[config.mk]
export PLATFORM = sky130hd
export DESIGN_NAME = gene_net_seq
export DESIGN_NICKNAME = d
export VERILOG_FILES = /design/src/rtl/gene_net_pkg.sv /design/src/rtl/gene_net_rule.sv /design/src/rtl/gene_net_seq.sv
export SDC_FILE = /design/constraint.sdc
export NUM_CORES = 1
export LEC_CHECK = 0
export CORE_ASPECT_RATIO = 1.1
export CORE_MARGIN = 2
export CORE_UTILIZATION = 45
export CTS_BUF_LIST = sky130_fd_sc_hd__clkbuf_2
export CTS_CLUSTER_SIZE = 24
export DETAILED_ROUTE_END_ITERATION = 16
export GPL_TIMING_DRIVEN = 0
export PLACE_DENSITY = 0.74
export RECOVER_POWER = 100
export SYNTH_ARGS = -nofsm -noshare
export SYNTH_HDL_FRONTEND = slang
export SYNTH_SLANG_ARGS = --single-unit
[constraint.sdc]
create_clock -name clk -period 2.8 [get_ports clk]
set_input_delay 0.42 -clock clk [delete_from_list [all_inputs] [get_ports clk]]
set_output_delay 0.42 -clock clk [all_outputs]
set_load 0.02 [all_outputs]
[src/rtl/gene_net_pkg.sv]
// Shared types and default sizing for the gene regulatory network sequencer.
package gene_net_pkg;

  // Default number of genes (state bits).
  localparam int unsigned NDefault = 8;
  // Default width of the step limit and step counter.
  localparam int unsigned SwDefault = 16;

  // Run-control FSM states.
  typedef enum logic [1:0] {
    StIdle = 2'd0,
    StRun  = 2'd1,
    StDone = 2'd2
  } state_e;

endpackage

[src/rtl/gene_net_rule.sv]
// Next-state function of a single gene: activation term gated by the inhibitor term.
module gene_net_rule #(
  parameter int unsigned N = 8
) (
  input  logic [N-1:0] x_i,
  input  logic [N-1:0] act_i,
  input  logic [N-1:0] inh_i,
  input  logic         and_mode_i,
  output logic         x_next_o
);

  logic act_term;
  logic inh_hit;

  // AND mode needs every masked activator set (empty mask -> 1); OR mode needs any (empty -> 0).
  always_comb begin
    act_term = and_mode_i ? &(x_i | ~act_i) : |(x_i & act_i);
    inh_hit  = |(x_i & inh_i);
    x_next_o = act_term & ~inh_hit;
  end

endmodule

[src/rtl/gene_net_seq.sv]
// Synchronous Boolean gene network: programmable rule table, bounded run with
// fixed-point detection, abort and per-step output strobe.
module gene_net_seq
  import gene_net_pkg::*;
#(
  parameter int unsigned N  = NDefault,
  parameter int unsigned SW = SwDefault,
  localparam int unsigned IW = $clog2(N)
) (
  input  logic          clk,
  input  logic          rst,
  input  logic          cfg_we,
  input  logic [IW-1:0] cfg_idx,
  input  logic [N-1:0]  cfg_act,
  input  logic [N-1:0]  cfg_inh,
  input  logic          cfg_and,
  input  logic          init_valid,
  input  logic [N-1:0]  init_val,
  input  logic          start,
  input  logic [SW-1:0] max_steps,
  input  logic          stop,
  output logic [N-1:0]  x_out,
  output logic          step_valid,
  output logic [SW-1:0] step_cnt,
  output logic          busy,
  output logic          done,
  output logic          fixed_pt
);

  // Rule table.
  logic [N-1:0] act_q [N];
  logic [N-1:0] inh_q [N];
  logic [N-1:0] and_q;
  logic         tbl_we;

  // Run state.
  state_e        state_q, state_d;
  logic [N-1:0]  x_q, x_d;
  logic [SW-1:0] cnt_q, cnt_d;
  logic [SW-1:0] limit_q, limit_d;
  logic          fixed_q, fixed_d;
  logic          step_valid_q, step_valid_d;
  logic          busy_q, done_q;

  logic [N-1:0]  x_next;
  logic [SW-1:0] cnt_inc;

  for (genvar g = 0; g < N; g++) begin : g_rule
    gene_net_rule #(
      .N (N)
    ) u_rule (
      .x_i        (x_q),
      .act_i      (act_q[g]),
      .inh_i      (inh_q[g]),
      .and_mode_i (and_q[g]),
      .x_next_o   (x_next[g])
    );
  end

  assign cnt_inc = cnt_q + SW'(1);

  // FSM next state and datapath updates; defaults hold everything.
  always_comb begin
    state_d      = state_q;
    x_d          = x_q;
    cnt_d        = cnt_q;
    limit_d      = limit_q;
    fixed_d      = fixed_q;
    step_valid_d = 1'b0;
    tbl_we       = 1'b0;
    unique case (state_q)
      StIdle, StDone: begin
        tbl_we = cfg_we && (32'(cfg_idx) < N);
        if (init_valid) begin
          // Init wins over a simultaneous start.
          x_d     = init_val;
          cnt_d   = '0;
          fixed_d = 1'b0;
          state_d = StIdle;
        end else if (start) begin
          limit_d = max_steps;
          cnt_d   = '0;
          fixed_d = 1'b0;
          state_d = (max_steps == '0) ? StDone : StRun;
        end
      end
      StRun: begin
        if (stop) begin
          // Abort without updating; state and count are held.
          fixed_d = 1'b0;
          state_d = StIdle;
        end else begin
          x_d          = x_next;
          cnt_d        = cnt_inc;
          step_valid_d = 1'b1;
          if (x_next == x_q) begin
            fixed_d = 1'b1;
            state_d = StDone;
          end else if (cnt_inc == limit_q) begin
            fixed_d = 1'b0;
            state_d = StDone;
          end
        end
      end
      default: begin
        state_d = StIdle;
      end
    endcase
  end

  // Run-state registers, including registered busy/done decodes.
  always_ff @(posedge clk) begin
    if (rst) begin
      state_q      <= StIdle;
      x_q          <= '0;
      cnt_q        <= '0;
      limit_q      <= '0;
      fixed_q      <= 1'b0;
      step_valid_q <= 1'b0;
      busy_q       <= 1'b0;
      done_q       <= 1'b0;
    end else begin
      state_q      <= state_d;
      x_q          <= x_d;
      cnt_q        <= cnt_d;
      limit_q      <= limit_d;
      fixed_q      <= fixed_d;
      step_valid_q <= step_valid_d;
      busy_q       <= (state_d == StRun);
      done_q       <= (state_d == StDone);
    end
  end

  // Rule table storage; cleared by reset, written one gene at a time.
  always_ff @(posedge clk) begin
    if (rst) begin
      for (int i = 0; i < int'(N); i++) begin
        act_q[i] <= '0;
        inh_q[i] <= '0;
      end
      and_q <= '0;
    end else if (tbl_we) begin
      act_q[cfg_idx] <= cfg_act;
      inh_q[cfg_idx] <= cfg_inh;
      and_q[cfg_idx] <= cfg_and;
    end
  end

  assign x_out      = x_q;
  assign step_valid = step_valid_q;
  assign step_cnt   = cnt_q;
  assign busy       = busy_q;
  assign done       = done_q;
  assign fixed_pt   = fixed_q;

endmodule

==> reports/summary.md, run 1 <==
The die boundary height works out to 151 um. The final hold violation count is 0, and the share of the synthesized area in the top cell type is 43.4%. The routed layout has 7132 vias.

The root buffer cell chosen for the clock tree is sky130_fd_sc_hd__clkbuf_2. The final layout contains routed wiring with a total length of 25.0 mm. On the final layout, the worst hold slack is 0.121 ns. At the end of routability-driven placement, the weighted congestion stood at 0.902.

Clock tree synthesis inserted a total of 17 buffers. The area of placed instances was 0.00990 mm^2. The first routing iteration left 790 violations. TritonCTS built the clock tree. For the worst setup path, the data required time is 3.51 ns. For this run, the number of Yosys warnings is 0.

Setup violations remaining at the end of the flow were counted as 0. The tools report the filler cell count as 1712. Global routing consumed, over all layers together, 24.7% of the routing resources. A synthesized cell averages 10.8 um^2. After detailed routing, the number of remaining DRC violations is 0. After synthesis, the netlist uses 65 different library cells. The HPWL reported at the end of detailed placement was 17.4 mm; the largest clock skew in the final design was 0.0296 ns.

For the leakage power of the design, the log shows 0.00364 uW. Summed over all instances, the cell type with the most area after synthesis is sky130_fd_sc_hd__edfxtp_1. Before antenna repair, the detailed router went through 7 iterations. The die covers 0.0208 mm^2.

The count of nets left with antenna violations once routing finished came out at 0. The class of the most critical setup path is reg -> reg. The tools report the switching power as 1570 uW. From synthesis to final layout, the design area changed by 16.8%.

The switching portion of total power was 29.0%; the peak supply drop was 0.304 mV. The clock network fraction of design power came out at 27.4%. The logs give 26.0% for the tightest slew margin relative to the limit and 5.29% for the global routing met3 resource utilization. Internal power comes to 3840 uW. Max-cap violations in this run came to 0. The via count of the first global-routing pass is 6654, and the H-tree depth is 4.

The core region is 0.0192 mm^2. The path class of the tightest hold or removal check is in -> reg. 78 I/O pins were placed. Combinational cells account for 15.9% of the total power.

The total overflow left after global routing is 0. The flip-flop cell with the highest count after synthesis was sky130_fd_sc_hd__edfxtp_1. The run gives 3.44 ns as the critical path data arrival time.

Summing all non-filler instances in the final layout gives an area of 0.0103 mm^2. Static timing analysis puts the maximum clock frequency at 366 MHz. Counting every sink on the clock net gives 182. The worst-skew pair later-pin latency came out at 0.79 ns. Clock-pin slew was measured on the worst setup and hold paths at 0.28 ns.

The worst-path maximum fanout was 10; the width of the die was 138 um. The run gives 821 as the count of mapped cells out of synthesis. After synthesis, the cell types taking the most area are sky130_fd_sc_hd__edfxtp_1, sky130_fd_sc_hd__dfxtp_1, sky130_fd_sc_hd__and2_1. The count of input and output buffers came out at 73. In the final layout, the share of cells above drive strength 1 is 10.3%.

The critical path startpoint category was a flip-flop. The first global-routing pass estimated 37.4 mm of wire. Adding up every negative setup slack in the final design gives 0 ns. The tools report the largest net degree at the start of global routing as 18. The post-synth design cell area was 0.00886 mm^2; the number of vias per cell after detailed routing was 6.03.

The initial utilization of the core area, before any placement, comes to 46.1%. The run gives 1 as the number of antenna violations at the first check in global routing. The tools report the kind of end point of the critical path as a flip-flop. Counting flops and latches in the post-synthesis netlist gives 182.

The routed length per placed instance is 21.1 um. At the pin with the least slew margin, the transition time is 1.10 ns. The ratio of total power to cell area is 522 mW/mm^2, and the number of nets in the layout is 973. The run finished with clean final reports. In the finished design, the share of the clock period the worst path needs comes to 97.6%. The worst path needs 2.73 ns of the cycle, external delays included.

Counting flops with a built-in enable in the synthesized netlist gives 128. The commonest cells after synthesis are sky130_fd_sc_hd__and2_1, sky130_fd_sc_hd__edfxtp_1, sky130_fd_sc_hd__nand2_1. The met2 usage was 39.9%; the proportion of register bits with asynchronous set or reset after synthesis was 0%.

Registers are responsible for 56.7% of the overall power. The final number of max-transition violations was 0. When the netlist entered floorplanning its net count stood at 872. The fraction of the yosys area taken by sequential cells came out at 55.6%.

For this run, global-route usage on met1 was measured as 32.6%. The run gives 2 as the maximum clock path buffer count. The most instantiated library cell after synthesis was sky130_fd_sc_hd__and2_1.

For the number of placement rows, the log shows 53. In this run the most used layer during global routing was met2.
-- state kept, by name, indices dropped and copies added (netlist names) --
register	flops
step_valid	1
and_q	8
x_out	8
limit_q	16
done	1
busy	1
inh_q	64
step_cnt	16
fixed_pt	1
act_q	64
state_q	2
-- critical path, stage by stage, from the launching register on --
cell	delay, ns
sky130_fd_sc_hd__dfxtp_2	0.39
sky130_fd_sc_hd__buf_6	0.15
sky130_fd_sc_hd__buf_4	0.20
sky130_fd_sc_hd__buf_6	0.18
sky130_fd_sc_hd__a22o_1	0.20
sky130_fd_sc_hd__a221oi_1	0.25
sky130_fd_sc_hd__nand3_1	0.24
sky130_fd_sc_hd__o21ai_1	0.18
sky130_fd_sc_hd__nand4b_1	0.10
sky130_fd_sc_hd__or4_4	0.58
sky130_fd_sc_hd__a21o_1	0.19
-- layout make-up --
class	instances	area, um^2	share of cell area (%)
sequential	182	4940	47.8
multi-input combinational	571	3670	35.5
timing repair buffer	82	797	7.71
tap	247	309	2.99
buffer	47	267	2.58
clock inverter	14	175	1.69
clock buffer	18	90.1	0.871
inverter	21	82.6	0.799
antenna	1	2.50	0.0242
-- layout by cell type, fill, tap and decap left out, types with 4 or more instances in the layout --
cell                              netlist  routed
sky130_fd_sc_hd__nand3_1               14      14
sky130_fd_sc_hd__and2_0                 0      79
sky130_fd_sc_hd__a211oi_1              18      18
sky130_fd_sc_hd__clkdlybuf4s50_1        0      51
sky130_fd_sc_hd__a2111oi_0              7       4
sky130_fd_sc_hd__nor2_1                30      29
sky130_fd_sc_hd__inv_1                 19      18
sky130_fd_sc_hd__a221oi_1               8       6
sky130_fd_sc_hd__a22o_1                 7       7
sky130_fd_sc_hd__nand2_1               73      73
sky130_fd_sc_hd__dfxtp_1               54      47
sky130_fd_sc_hd__buf_4                  0      11
sky130_fd_sc_hd__nor2b_1               25      25
sky130_fd_sc_hd__dlygate4sd3_1          0      23
sky130_fd_sc_hd__buf_2                 11       7
sky130_fd_sc_hd__edfxtp_1             128     128
sky130_fd_sc_hd__a222oi_1               8       8
sky130_fd_sc_hd__a31oi_1                5       5
sky130_fd_sc_hd__nor4_1                 7       6
sky130_fd_sc_hd__clkbuf_2               0      18
sky130_fd_sc_hd__a21o_1                 8       8
sky130_fd_sc_hd__a41oi_1               14      11
sky130_fd_sc_hd__a21oi_1               34      34
sky130_fd_sc_hd__xnor2_1               16      16
sky130_fd_sc_hd__buf_6                  7       6
sky130_fd_sc_hd__nand2b_1               4       4
sky130_fd_sc_hd__a2111oi_2              2       4
sky130_fd_sc_hd__a22oi_1               49      49
sky130_fd_sc_hd__and3_1                10      10
sky130_fd_sc_hd__xor2_1                 6       6
sky130_fd_sc_hd__o21ai_0               25      24
sky130_fd_sc_hd__nor3_1                24      24
sky130_fd_sc_hd__clkbuf_1              26      27
sky130_fd_sc_hd__dfxtp_4                0       4
sky130_fd_sc_hd__and2_1               131      52
-- metrics by stage --
step                      total power (uW)  setup WS (ns)  cells  util, %
final                                 5400         0.0682   1183     53.8
after CTS                             5360        0.00102   1178     53.3
after floorplan                       3560          0.221    821        -
after detailed placement              3920         -0.389   1142     51.5
after global placement                3900         -0.390   1141     51.5
after global routing                  5570       -0.00972   1183     53.8
-- routing by layer --
metal  up-vias  part of all wire, %
li1       3266                    -
met1      3445                   41
met2       352                   48
met3        69                  8.3
met4         0                  3.2
met5         -                    0
-- power by group through the flow --
stage                     Combinational [uW]  Clock [uW]  Sequential, uW
after floorplan                          451           0            3110
after global placement                   790           0            3110
after detailed placement                 802           0            3120
after CTS                                824        1480            3060
after global routing                     912        1590            3080
final                                    856        1480            3060
-- kinds of logic (layout without fill, tap and decap cells) --
| family | count (synthesis) | after routing | synth area share, % |
|---|---|---|---|
| buffers and inverters | 68 | 182 | 3.74 |
| AO/OA/AOI/OAI | 205 | 205 | 17.0 |
| flip-flops | 182 | 182 | 55.6 |
| multiplexers | 2 | 2 | 0.226 |
| adder cells (fa/ha/maj) | 1 | 1 | 0.141 |
| other | 0 | 1 | 0 |
| XOR/XNOR | 22 | 22 | 2.18 |
| AND/OR/NAND/NOR | 341 | 341 | 21.1 |
-- final timing paths --
| path | from | slack, ns | cells past startpoint | end |
|---|---|---|---|---|
| setup / recovery | x_out[5] | 0.07 | 10 | busy |
| setup reg to reg | x_out[5] | 0.07 | 10 | busy |
| hold / removal | cfg_and | 0.12 | 3 | and_q[6] |
| hold reg to reg | limit_q[12] | 0.48 | 2 | limit_q[12] |
-- what timing repair did --
item	in CTS	in global routing
setup buffers	3	4
setup endpoints to repair	5	5
endpoints found under the hold margin	3	0
gates resized for setup	19	24
pin swaps	1	7
hold buffers	1	0
No activity file was read; power rests on OpenSTA's default activity.
==> run 2: changes to the inputs <==
==> constraint.sdc (replaced) <==
create_clock -name clk -period 3.08 [get_ports clk]
set_input_delay 0.462 -clock clk [delete_from_list [all_inputs] [get_ports clk]]
set_output_delay 0.462 -clock clk [all_outputs]
set_load 0.02 [all_outputs]
==> reports/summary.md, run 2 (synthesized netlist as in run 1, its figures left out) <==
The tools report the start point of the worst hold path as cfg_and. For the final hold violation count, the log shows 0. In the final layout, the registers with the most flip-flops are act_q (64), inh_q (64). Clock tree synthesis selected as its root buffer the cell sky130_fd_sc_hd__clkbuf_2. Hold timing on the final database bottoms out at a slack of 0.174 ns. The run gives 1 as the number of antenna violations at the first check in global routing. The run gives 6639 as the via count of the first global-routing pass. For the total overflow reported by the global router, the log shows 0. The count of boundary I/O pins came out at 78.

The startpoint of the worst register-to-register path is x_out[7]. The width of the die works out to 138 um. Setup repair after global routing left no endpoint under its margin.

In the final layout, the share of cells above drive strength 1 is 7.88%. The run gives -0.109 ns as the pre-CTS setup slack. The min-delay analysis places its worst path in the category in -> reg. Data on the critical path is required at its endpoint by 3.78 ns. The number of DRC violations after detailed-routing iteration 0 is 646, and the worst-skew pair later-pin latency is 0.78 ns.

The H-tree depth was 4. The first global-routing pass estimated 37.3 mm of wire. Compared with the post-synthesis result, the final layout area differs by 14.9%.

The routed length per placed instance was 21.1 um. Class of the most critical setup path: reg -> reg. The worst-path maximum fanout was 19. After detailed routing, the number of vias per cell comes to 6.02. The number of maximum-capacitance constraint violations is 0, and the number of nets with antenna violations after routing is 0. The library cell used most frequently in the layout, excluding fill and tap cells, is sky130_fd_sc_hd__edfxtp_1. For the aggregate global-route resource usage, the log shows 24.6%. In the routed design, unresolved DRC markers number 0. Transition time of the tightest slew-check pin: 1.08 ns.

The finished cells cover 0.0102 mm^2. Headroom to the max-slew limit came out at 27.3%. Setup violations remaining at the end of the flow were counted as 0. Kind of end point of the critical path: a flip-flop.

The largest clock skew in the final design was 0.0267 ns. Routability-driven placement finished with a final weighted congestion of 0.902. The placeable core area is 0.0192 mm^2, and the count of input and output buffers is 73.

The worst-case IR drop observed on VDD is 0.274 mV. Overall power consumption after layout is estimated at 4850 uW. After clock tree synthesis, the clock-pin slew on the worst setup and hold paths is 0.28 ns.

The reg-to-reg critical path endpoint was busy. The run finished with clean final reports. Maximum clock frequency: 337 MHz. For the leakage power of the design, the log shows 0.00358 uW. The path with the worst hold slack has its endpoint at and_q[6].

The top cell types in the final layout, fill and taps aside, are sky130_fd_sc_hd__edfxtp_1, sky130_fd_sc_hd__and2_0, sky130_fd_sc_hd__nand2_1, sky130_fd_sc_hd__dfxtp_1, sky130_fd_sc_hd__a22oi_1. Setup slack on the critical path of the routed design comes to 0.116 ns. The tools report the total length of routed wires as 24.8 mm. The number of nets in the layout was 964; the worst-case reg-to-reg path depth was 7. The tools report the number of iterations in the first detailed-routing pass as 6.

For the finished layout, the period the worst path requires is 2.96 ns. The maximum clock path buffer count came out at 2. The clock drives 182 sinks.

TritonCTS built the clock tree. Detailed routing inserted a total of 7066 vias. For flop-to-flop paths, the worst setup slack is 0.12 ns.

The initial utilization of the core area, before any placement, comes to 46.1%. For the total clock buffers created by CTS, the log shows 17. The run gives 3.66 ns as the critical path data arrival time. Once the clock tree was built, the setup fixing pass inserted 0 buffers. In this run the power density over the cells is 477 mW/mm^2.

The part of the cycle the worst path needs came out at 96.2%. The overall die area was 0.0208 mm^2; the area of placed instances was 0.00990 mm^2. The worst setup path is launched from a flip-flop. After floorplanning, the core was divided into 53 placement rows.

The die boundary height is 151 um, and the HPWL reported at the end of detailed placement is 17.4 mm. The cell count of the worst hold path came out at 3. Entering global routing, the biggest net connects 18 pins. The final number of max-transition violations was 0.
## run 2: changes by cell type in the layout (fill, tap and decap cells not counted), moves of 2 or more
| cell | change |
|---|---|
| sky130_fd_sc_hd__dfxtp_1 | +5 |
| sky130_fd_sc_hd__clkbuf_4 | -2 |
| sky130_fd_sc_hd__buf_4 | -11 |
| sky130_fd_sc_hd__buf_2 | +3 |
| sky130_fd_sc_hd__clkbuf_2 | +2 |
| sky130_fd_sc_hd__and2_0 | +12 |
| sky130_fd_sc_hd__dfxtp_4 | -4 |
| sky130_fd_sc_hd__a41oi_2 | -3 |
| sky130_fd_sc_hd__a221oi_1 | +2 |
| sky130_fd_sc_hd__a41oi_1 | +3 |
| sky130_fd_sc_hd__clkdlybuf4s50_1 | -4 |
| sky130_fd_sc_hd__dlygate4sd3_1 | +4 |
| sky130_fd_sc_hd__a221oi_2 | -2 |
| sky130_fd_sc_hd__and2_1 | -12 |
## run 2: area by class of cell
class                           instances  area (um^2)
Buffer                                 45          235
Fill cell                            1733         9050
Inverter                               21         78.8
Timing Repair Buffer                   75          744
Antenna cell                            1         2.50
Clock buffer                           18         90.1
Multi-Input combinational cell        571         3610
Tap cell                              247          309
Sequential cell                       182         4930
Clock inverter                         14          175
## run 2: stage by stage
| step | TNS [ns] | util (%) | cells |
|---|---|---|---|
| floorplan | 0 | - | 821 |
| global placement | -0.287 | 51.5 | 1141 |
| detailed placement | -0.282 | 51.5 | 1142 |
| CTS | 0 | 52.9 | 1174 |
| global route | 0 | 52.9 | 1174 |
| finish | 0 | 52.9 | 1174 |
## run 2: worst max-delay path: stages, from the launching register on
cell and delay, ns:
sky130_fd_sc_hd__dfxtp_1 0.49, sky130_fd_sc_hd__buf_2 0.50, sky130_fd_sc_hd__a221oi_1 0.16, sky130_fd_sc_hd__and3_1 0.25
sky130_fd_sc_hd__and3_1 0.17, sky130_fd_sc_hd__or4b_1 0.54, sky130_fd_sc_hd__or4_4 0.59, sky130_fd_sc_hd__a21o_1 0.19
## run 2: metal layers
layer / vias up / share of wire [%] / GRT usage, %
li1: 3245 / - / -
met1: 3410 / 41 / 32.5
met2: 355 / 48 / 40.0
met3: 56 / 8.4 / 5.29
met4: 0 / 2.7 / 9.18
met5: - / 0 / 0
## run 2: report_power, final
| part | leakage (uW) | switching, uW | total (uW) | internal (uW) |
|---|---|---|---|---|
| registers | 0.00178 | 60.1 | 2780 | 2720 |
| logic | 0.00165 | 467 | 736 | 270 |
| clock network | 0.000153 | 866 | 1330 | 467 |
| total | 0.00358 | 1390 | 4850 | 3460 |
## run 2: worst max-delay path by stage
stage	start	end	depth (start not counted)	slack [ns]
after floorplan	step_cnt[0]	busy	8	0.50
after global placement	step_cnt[0]	busy	8	-0.11
after detailed placement	step_cnt[0]	busy	8	-0.11
after CTS	x_out[2]	busy	9	0.004
after global routing	x_out[7]	busy	8	0.01
final	x_out[7]	busy	7	0.12
## run 2: what timing repair did
action	CTS	global route
hold endpoints to repair	0	1
hold buffers	0	1
setup endpoints to repair	5	5
gates resized for setup	1	9
